`config.mk`:
```
export PLATFORM = sky130hd
export DESIGN_NAME = keypad_scan_ctrl
export DESIGN_NICKNAME = d
export VERILOG_FILES = /design/src/rtl/keypad_scan_ctrl.sv
export SDC_FILE = /design/constraint.sdc
export NUM_CORES = 1
export LEC_CHECK = 0
export CAP_MARGIN = 20
export CORE_MARGIN = 2
export CORE_UTILIZATION = 57
export CTS_CLUSTER_DIAMETER = 120
export DETAILED_ROUTE_END_ITERATION = 6
export PLACE_DENSITY = 0.87
export SKIP_CTS_REPAIR_TIMING = 1
export SLEW_MARGIN = 25
export SYNTH_ARGS = -nofsm -noshare
export SYNTH_HDL_FRONTEND = slang
export SYNTH_SLANG_ARGS = --single-unit
export TNS_END_PERCENT = 30
```
`constraint.sdc`:
```
create_clock -name CLK -period 3.6 [get_ports CLK]
set_input_delay 0.72 -clock CLK [delete_from_list [all_inputs] [get_ports CLK]]
set_output_delay 0.72 -clock CLK [all_outputs]
set_load 0.1 [all_outputs]
```
`src/rtl/keypad_scan_ctrl.sv`:
```
// Matrix keypad scanner: one-hot column drive, settled row sampling, per-key
// debounce, and a show-ahead press/release event FIFO.
module keypad_scan_ctrl #(
    parameter int unsigned NCOLS          = 2,
    parameter int unsigned NROWS          = 2,
    parameter int unsigned SETTLE_CYCLES  = 4,
    parameter int unsigned DEBOUNCE_SCANS = 3,
    parameter int unsigned FIFO_DEPTH     = 4
) (
    input  logic                     CLK,
    input  logic                     RST,
    input  logic                     scan_en,
    input  logic [NROWS-1:0]         row_in,
    output logic [NCOLS-1:0]         col_out,
    output logic [NCOLS*NROWS-1:0]   key_state,
    output logic                     evt_valid,
    input  logic                     evt_ready,
    output logic [3:0]               evt_key,
    output logic                     evt_press,
    output logic                     overflow
);

    localparam int unsigned NKEYS = NCOLS * NROWS;
    localparam int unsigned CW    = (NCOLS > 1) ? $clog2(NCOLS) : 1;
    localparam int unsigned RW    = (NROWS > 1) ? $clog2(NROWS) : 1;
    localparam int unsigned SW    = (SETTLE_CYCLES > 1) ? $clog2(SETTLE_CYCLES) : 1;
    localparam int unsigned PW    = $clog2(FIFO_DEPTH);
    localparam int unsigned NW    = $clog2(FIFO_DEPTH + 1);

    typedef enum logic [1:0] {
        IDLE  = 2'd0,
        DRIVE = 2'd1,
        EVAL  = 2'd2
    } state_t;

    state_t          state, state_n;
    logic [CW-1:0]   col_idx, col_n;
    logic [RW-1:0]   row_idx, row_n;
    logic [SW-1:0]   settle_cnt, settle_n;
    logic            eval_en;

    logic [NROWS-1:0] row_meta, row_sync;

    logic [3:0]      dbc_cnt [NKEYS];
    logic [3:0]      cur_key;
    logic [3:0]      cur_cnt;
    logic [3:0]      cnt_inc;
    logic            cur_state;
    logic            sample;
    logic            differ;
    logic            push;

    logic [3:0]      fifo_key   [FIFO_DEPTH];
    logic            fifo_press [FIFO_DEPTH];
    logic [PW-1:0]   wr_ptr, rd_ptr;
    logic [NW-1:0]   fcount;
    logic            pop;
    logic            push_ok;

    always_ff @(posedge CLK) begin
        if (RST) begin
            row_meta <= '0;
            row_sync <= '0;
        end else begin
            row_meta <= row_in;
            row_sync <= row_meta;
        end
    end

    always_ff @(posedge CLK) begin
        if (RST) begin
            state      <= IDLE;
            col_idx    <= '0;
            row_idx    <= '0;
            settle_cnt <= '0;
        end else begin
            state      <= state_n;
            col_idx    <= col_n;
            row_idx    <= row_n;
            settle_cnt <= settle_n;
        end
    end

    always_comb begin
        state_n  = state;
        col_n    = col_idx;
        row_n    = row_idx;
        settle_n = settle_cnt;
        eval_en  = 1'b0;
        case (state)
            IDLE: begin
                col_n    = '0;
                row_n    = '0;
                settle_n = '0;
                if (scan_en) state_n = DRIVE;
            end
            DRIVE: begin
                if (settle_cnt == SW'(SETTLE_CYCLES - 1)) begin
                    settle_n = '0;
                    row_n    = '0;
                    state_n  = EVAL;
                end else begin
                    settle_n = settle_cnt + SW'(1);
                end
            end
            EVAL: begin
                eval_en = 1'b1;
                if (row_idx == RW'(NROWS - 1)) begin
                    row_n = '0;
                    // Scan stops only at a column boundary, and always resumes at column 0.
                    if (!scan_en) begin
                        state_n = IDLE;
                        col_n   = '0;
                    end else begin
                        state_n = DRIVE;
                        col_n   = (col_idx == CW'(NCOLS - 1)) ? '0 : col_idx + CW'(1);
                    end
                end else begin
                    row_n = row_idx + RW'(1);
                end
            end
            default: state_n = IDLE;
        endcase
    end

    always_comb begin
        col_out = '0;
        for (int unsigned c = 0; c < NCOLS; c++) begin
            col_out[c] = (state != IDLE) && (col_idx == CW'(c));
        end
    end

    assign cur_key = 4'(col_idx) * 4'(NROWS) + 4'(row_idx);

    always_comb begin
        sample    = 1'b0;
        cur_state = 1'b0;
        cur_cnt   = '0;
        for (int unsigned r = 0; r < NROWS; r++) begin
            if (row_idx == RW'(r)) sample = row_sync[r];
        end
        for (int unsigned k = 0; k < NKEYS; k++) begin
            if (cur_key == 4'(k)) begin
                cur_state = key_state[k];
                cur_cnt   = dbc_cnt[k];
            end
        end
    end

    assign cnt_inc = cur_cnt + 4'd1;
    assign differ  = sample ^ cur_state;
    assign push    = eval_en & differ & (cnt_inc == 4'(DEBOUNCE_SCANS));

    always_ff @(posedge CLK) begin
        if (RST) begin
            key_state <= '0;
            for (int unsigned k = 0; k < NKEYS; k++) dbc_cnt[k] <= '0;
        end else if (eval_en) begin
            for (int unsigned k = 0; k < NKEYS; k++) begin
                if (cur_key == 4'(k)) begin
                    if (!differ) begin
                        dbc_cnt[k] <= '0;
                    end else if (push) begin
                        dbc_cnt[k]   <= '0;
                        key_state[k] <= ~cur_state;
                    end else begin
                        dbc_cnt[k] <= cnt_inc;
                    end
                end
            end
        end
    end

    assign evt_valid = (fcount != '0);
    assign pop       = evt_valid & evt_ready;
    // A full FIFO still takes the new event when the head leaves on the same edge.
    assign push_ok   = push & ((fcount < NW'(FIFO_DEPTH)) | pop);

    always_ff @(posedge CLK) begin
        if (push_ok) begin
            fifo_key[wr_ptr]   <= cur_key;
            fifo_press[wr_ptr] <= ~cur_state;
        end
    end

    always_ff @(posedge CLK) begin
        if (RST) begin
            wr_ptr   <= '0;
            rd_ptr   <= '0;
            fcount   <= '0;
            overflow <= 1'b0;
        end else begin
            if (push_ok) wr_ptr <= wr_ptr + PW'(1);
            if (pop)     rd_ptr <= rd_ptr + PW'(1);
            case ({push_ok, pop})
                2'b10:   fcount <= fcount + NW'(1);
                2'b01:   fcount <= fcount - NW'(1);
                default: fcount <= fcount;
            endcase
            if (push && !push_ok) overflow <= 1'b1;
        end
    end

    assign evt_key   = evt_valid ? fifo_key[rd_ptr]   : 4'd0;
    assign evt_press = evt_valid ? fifo_press[rd_ptr] : 1'b0;

endmodule

```
== Word level (Yosys, flattened, before mapping) ==
Memory sizes are Yosys's and may differ from the RTL's. A register that Yosys moved wholly into a read port is not among the register bits.
Cells that the tools add are included.

* Bits of input ports: 6
* Output and inout port bits: 13
* Memory bits (writable): 32
* Flip-flop bits (word level): 22
* Bits in latches: 0
* Memory bits (read-only): 0
* Logic and storage cells: 178
* Memories: 3

* Order comparisons: 1
* $add $sub $neg: 9
* Divide/modulo/power cells: 0
* Mux-type cells: 100
* Multipliers: 0
* Reduce and logical (&&, ||, !) cells: 19
* Shift operators: 0
* Bitwise operators: 20
* Eq/ne operators: 12

{| class="wikitable"
|+ Memory list
! memory !! words !! bits a word !! read ports !! clocked after memory_dff !! wr ports !! line !! RTL
|-
| dbc_cnt || 4 || 4 || 4 || 0 || 4 || 44 || <nowiki>logic [3:0] dbc_cnt [NKEYS];</nowiki>
|-
| fifo_key || 4 || 3 || 1 || 1 || 1 || 53 || <nowiki>logic [3:0] fifo_key [FIFO_DEPTH];</nowiki>
|-
| fifo_press || 4 || 1 || 1 || 1 || 1 || 54 || <nowiki>logic fifo_press [FIFO_DEPTH];</nowiki>
|}

{| class="wikitable"
|+ Operators with widths
! operator !! count
|-
| $mux W1 || 70
|-
| $mux W4 || 17
|-
| $mux W2 || 8
|-
| $reduce_and A4 Y1 || 4
|-
| $or A1 B1 Y1 || 13
|-
| $reduce_bool A2 Y1 || 4
|-
| $add A2 B1 Y2 const B || 3
|-
| $eq A2 B2 Y1 const B || 3
|-
| $eq A3 B2 Y1 const B || 2
|-
| $ne A2 B2 Y1 const B || 3
|-
| $pmux W2 S3 || 1
|-
| $pmux W3 S2 || 1
|-
| $reduce_bool A3 Y1 || 2
|-
| $add A4 B1 Y4 const B || 1
|-
| $and A1 B1 Y1 || 4
|-
| $eq A2 B1 Y1 const B || 2
|-
| $eq A4 B2 Y1 const B || 1
|-
| $logic_not A4 Y1 || 1
|-
| $pmux W2 S2 || 1
|-
| $reduce_and A2 Y1 || 2
|-
| $add A2 B1 Y3 || 1
|-
| $add A3 B1 Y3 const B || 1
|-
| $eq A3 B1 Y1 const B || 1
|-
| $logic_and A1 B1 Y1 || 3
|-
| other kinds (10) || 12
|}

== Depth between registers and ports, before layout ==
* Word-level depth: 17
* Mapped depth: 15
* Gate-level depth less buffers: 13

== Least setup slack after synthesis ==
OpenSTA, ideal clock, no wires.

* Path type: reg2reg
* From: reg key_state[2]
* To: reg fcount[2]
* Clock period less this slack: 3.120 ns
* Arrival: 3.049 ns
* Required time: 3.529 ns
* Cell stages (with the launch flop): 13
* Buffers on the path: 1
* Slack: 0.480 ns
* Setup time: 0.071 ns
* Cells stage by stage: dfxtp_1 mux2i_1 xnor2_1 o2111ai_2 buf_6 nor3_2 inv_1 ha_1 inv_1 fa_1 xor2_1 or3_1 a21oi_1

* Cells in the longest elaborated chain, start to end: 8
* Elaborated cells on any way between the ends: 10
* Classes of those cells: eq/ne: 2; mux: 3; bitwise: 4; reduce/logical: 1

{| class="wikitable"
|+ Ends and longest elaborated chain
! what !! line !! RTL
|-
| start: declaration || 15 || <nowiki>output logic [NCOLS*NROWS-1:0] key_state,</nowiki>
|-
| start signal: indexed assignment || 165 || <nowiki>key_state[k] <= ~cur_state;</nowiki>
|-
| $mux W1 * (2 in series) || 143 || <nowiki>if (cur_key == 4'(k)) begin</nowiki>
|-
| $xor A1 B1 Y1 * || 151 || <nowiki>assign differ = sample ^ cur_state;</nowiki>
|-
| $and A1 B1 Y1 * (2 in series) || 152 || <nowiki>assign push = eval_en & differ & (cnt_inc == 4'(DEBOUNCE_SCANS));</nowiki>
|-
| $and A1 B1 Y1 * || 177 || <nowiki>assign push_ok = push & ((fcount < NW'(FIFO_DEPTH)) | pop);</nowiki>
|-
| $eq A2 B1 Y1 / $eq A2 B2 Y1 (equally long branches) || 195 || <nowiki>case ({push_ok, pop})</nowiki>
|-
| $pmux W3 S2 / $reduce_bool A2 Y1 (equally long branches) || -- ||
|-
| end signal: assignment || 196 || <nowiki>2'b10: fcount <= fcount + NW'(1);</nowiki>
|-
| end signal: assignment || 197 || <nowiki>2'b01: fcount <= fcount - NW'(1);</nowiki>
|-
| end signal: assignment || 198 || <nowiki>default: fcount <= fcount;</nowiki>
|-
| end: declaration || 56 || <nowiki>logic [NW-1:0] fcount;</nowiki>
|}

Every way passes the cells marked *; elsewhere a longest branch is shown, timed or not.
A chain may end at the register's enable or synchronous reset.

== Final worst setup path ==
* From: reg col_idx
* To: reg fcount[2]

* Cells in the longest elaborated chain, start to end: 12
* Elaborated cells on any way between the ends: 23
* Classes of those cells: add/sub: 2; eq/ne: 6; mux: 9; bitwise: 4; reduce/logical: 2

{| class="wikitable"
|+ Ends and longest elaborated chain
! what !! line !! RTL
|-
| start: declaration || 37 || <nowiki>logic [CW-1:0] col_idx, col_n;</nowiki>
|-
| start signal: assignment || 78 || <nowiki>col_idx <= col_n;</nowiki>
|-
| $add A2 B1 Y3 * || 133 || <nowiki>assign cur_key = 4'(col_idx) * 4'(NROWS) + 4'(row_idx);</nowiki>
|-
| $logic_not A4 Y1 || 143 ||
|-
| $mux W4 / $mux W1 (equally long branches) (4 in series) || 143 ||
|-
| $add A4 B1 Y4 / $xor A1 B1 Y1 (equally long branches) || 150, 151 ||
|-
| $eq A4 B2 Y1 / $and A1 B1 Y1 (equally long branches) || 152 ||
|-
| $and A1 B1 Y1 * || 152 ||
|-
| $and A1 B1 Y1 * || 177 ||
|-
| $eq A2 B1 Y1 / $eq A2 B2 Y1 (equally long branches) || 195 ||
|-
| $pmux W3 S2 / $reduce_bool A2 Y1 (equally long branches) || -- ||
|}

Marks and branches as above.

==> results.toml <==
[floorplanning]
dieHeight_um = 69.1
rows = 23
io_pins = 19
die_w_um = 69.1
die_area_um2 = 4780
initial_core_util_pct = 60.0
core_area_um2 = 4030

[clock_tree]
cts_tree = "yes"
cts_made_buffers = 5
htree_levels = 2
cts_buffer_depth = 2
clock-root-buffer = "clkbuf_8"
clock_latency_ps = 300
clkTransAtPathRegs_ps = 90
cts_num_sinks = 52

[final_layout]
fin_area_um2 = 2680
seq_area_um2 = 1320
multi_input_area_um2 = 998
antennaDiodeCount = 0
drive_gt1_share_pct = 12.7
nets = 242
num-fill-cells = 313
syn_to_final_growth_pct = 10.9

[detailed_routing]
drc = 0
first_pass_iters = 5
vias = 1565
wirelength_um = 4110
ant_nets = 0
vias_per_cell = 5.63
wl_per_cell_um = 14.8
first_iter_violations = 92

[yosys]
ys_async_sr_fraction_pct = 0
seq_area_frac_synth_pct = 54.7
ys.flop_type = "edfxtp_1"
ys_ff_latch = 52
synth_cell_type_count = 36
ys_warn_count = 0
netlist_instances = 210
avgSynthCellArea_um2 = 11.5
netlist_area_um2 = 2420
synth_edf_count = 28

[worst_setup_path]
end_kind = "flop"
worstPathMaxFanout = 21
worstPathRequired_ps = 3840
crit_path_start_kind = "flop"
worstSetupPathType = "flop to flop"
arrival_ps = 3400

[sta]
setup_violations = 0
slew_headroom_pct = 35.5
fin_crit_ps = 3160
slew_viol_final = 0
whs_ps = 436
tightestPinTransition_ps = 964
fin_skew_ps = 6.66
rsz0062_at_grt = "no"
hold_viol = 0
max_freq_ghz = 0.316
setup_tns_ps = 0
fin_crit_sh_pct = 87.8

[grt]
grt_start_max_net_pins = 24
grt_pass1_wl_um = 7030
grt_pass1_vias = 1548
antenna_found_initial = 0
grt.total_usage_pct = 18.6
grt_overflow = 0

[min_path]
hp-class = "flop to flop"

[place]
gp_congestion = 0.852
io_buffers = 16
postPlaceCellArea_um2 = 2590
dp.final_hpwl_um = 3090

[run]
maxCapViolCount = 0

[power_and_ir_drop]
power.density_nw_per_um2 = 377
p_leak_nw = 0.922
vdd_drop_max_mv = 0.334

[run_status]
status = "completed"
cell families after synthesis:
family                     share of synthesized area (%)
and+or+nand+nor                                     17.5
DFF                                                 54.7
AOI/OAI and AO/OA                                   7.41
buffers and inverters                               4.14
muxes                                               8.29
adders and majority gates                           4.97
xor gates and xnor gates                            2.85
other                                              0.155
final timing paths:
path | slack (ps) | end | startpoint | cells after the start
worst max-delay path | 440 | fcount[2] | col_idx | 12
worst max register to register | 440 | fcount[2] | col_idx | 12
worst min-delay path | 440 | row_sync[0] | row_meta[0] | 1
worst min register to register | 440 | row_sync[0] | row_meta[0] | 1
routing by layer:
metal | up-vias | GRT usage, % | routed length [um]
met5 | - | 0 | 0
met3 | 11 | 3.51 | 136
li1 | 764 | - | -
met1 | 753 | 22.3 | 1780
met2 | 37 | 31.8 | 2080
met4 | 0 | 9.80 | 111
cells in the mapped netlist, drive strengths merged, types with 3 or more instances:
library cell,count,area share (%)
nand2,11,1.7
mux4,7,6.5
inv,9,1.4
or4,6,1.9
and2,9,2.3
nor2,31,4.8
xnor2,4,1.8
edfxtp,28,35
clkbuf,5,0.78
nor2b,12,3.1
dfxtp,24,20
xor2,3,1.1
o31ai,6,1.9
a21oi,11,2.3
nand2b,6,1.6
nand3,3,0.62
buf,6,2.0
ha,8,4.1
critical path, cell delays in order (launching register included):
cell and delay (ps):
dfxtp_1 730, mux4_2 440, ha_1 250, xnor2_2 180, o2111ai_2 150, nor3_2 240, inv_1 70, ha_1 220
inv_1 80, fa_1 190, xor2_1 90, or3_1 310, a21oi_1 150
placed cells by master, fill, tap and decap left out, drive strengths merged, types with 7 or more instances in the layout:
master / count
nor2: 31
edfxtp: 28
dfxtp: 24
nor2b: 12
nand2: 11
a21oi: 11
clkdlybuf4s50: 11
inv: 9
and2: 9
buf: 9
ha: 8
mux4: 7
sequential cells by signal (all words and copies together), names as in the netlist, named ones only:
signal,count
row_idx,1
dbc_cnt,16
key_state,4
wr_ptr,2
fifo_key,8
rd_ptr,2
row_sync,2
fifo_press,4
settle_cnt,2
col_idx,1
fcount,3
row_meta,2
overflow,1
state,2
final cells by class:
type	count	area share (%)
multi-input combinational	139	37.3
tap	50	2.34
timing repair buffer	20	6.63
clock inverter	2	0.467
sequential	52	49.3
clock buffer	6	2.71
inverter	9	1.26
power breakdown:
group          total (W)  switching, W  leakage (nW)  internal [W]
Combinational  0.0000539     0.0000370         0.412     0.0000170
Sequential      0.000635    0.00000490         0.469      0.000630
Clock           0.000320      0.000184        0.0412      0.000136
Total            0.00101      0.000226         0.922      0.000784
metrics by stage:
step / total power, W / utilization [%] / cells / setup WS, ps
after detailed placement: 0.000703 / 64.4 / 270 / 426
after global routing: 0.00104 / 66.5 / 278 / 145
final: 0.00101 / 66.5 / 278 / 439
after global placement: 0.000702 / 64.4 / 270 / 567
after floorplan: 0.000689 / - / 211 / 480
after CTS: 0.00102 / 66.5 / 278 / 412
Power figures use the tool's default switching activity.
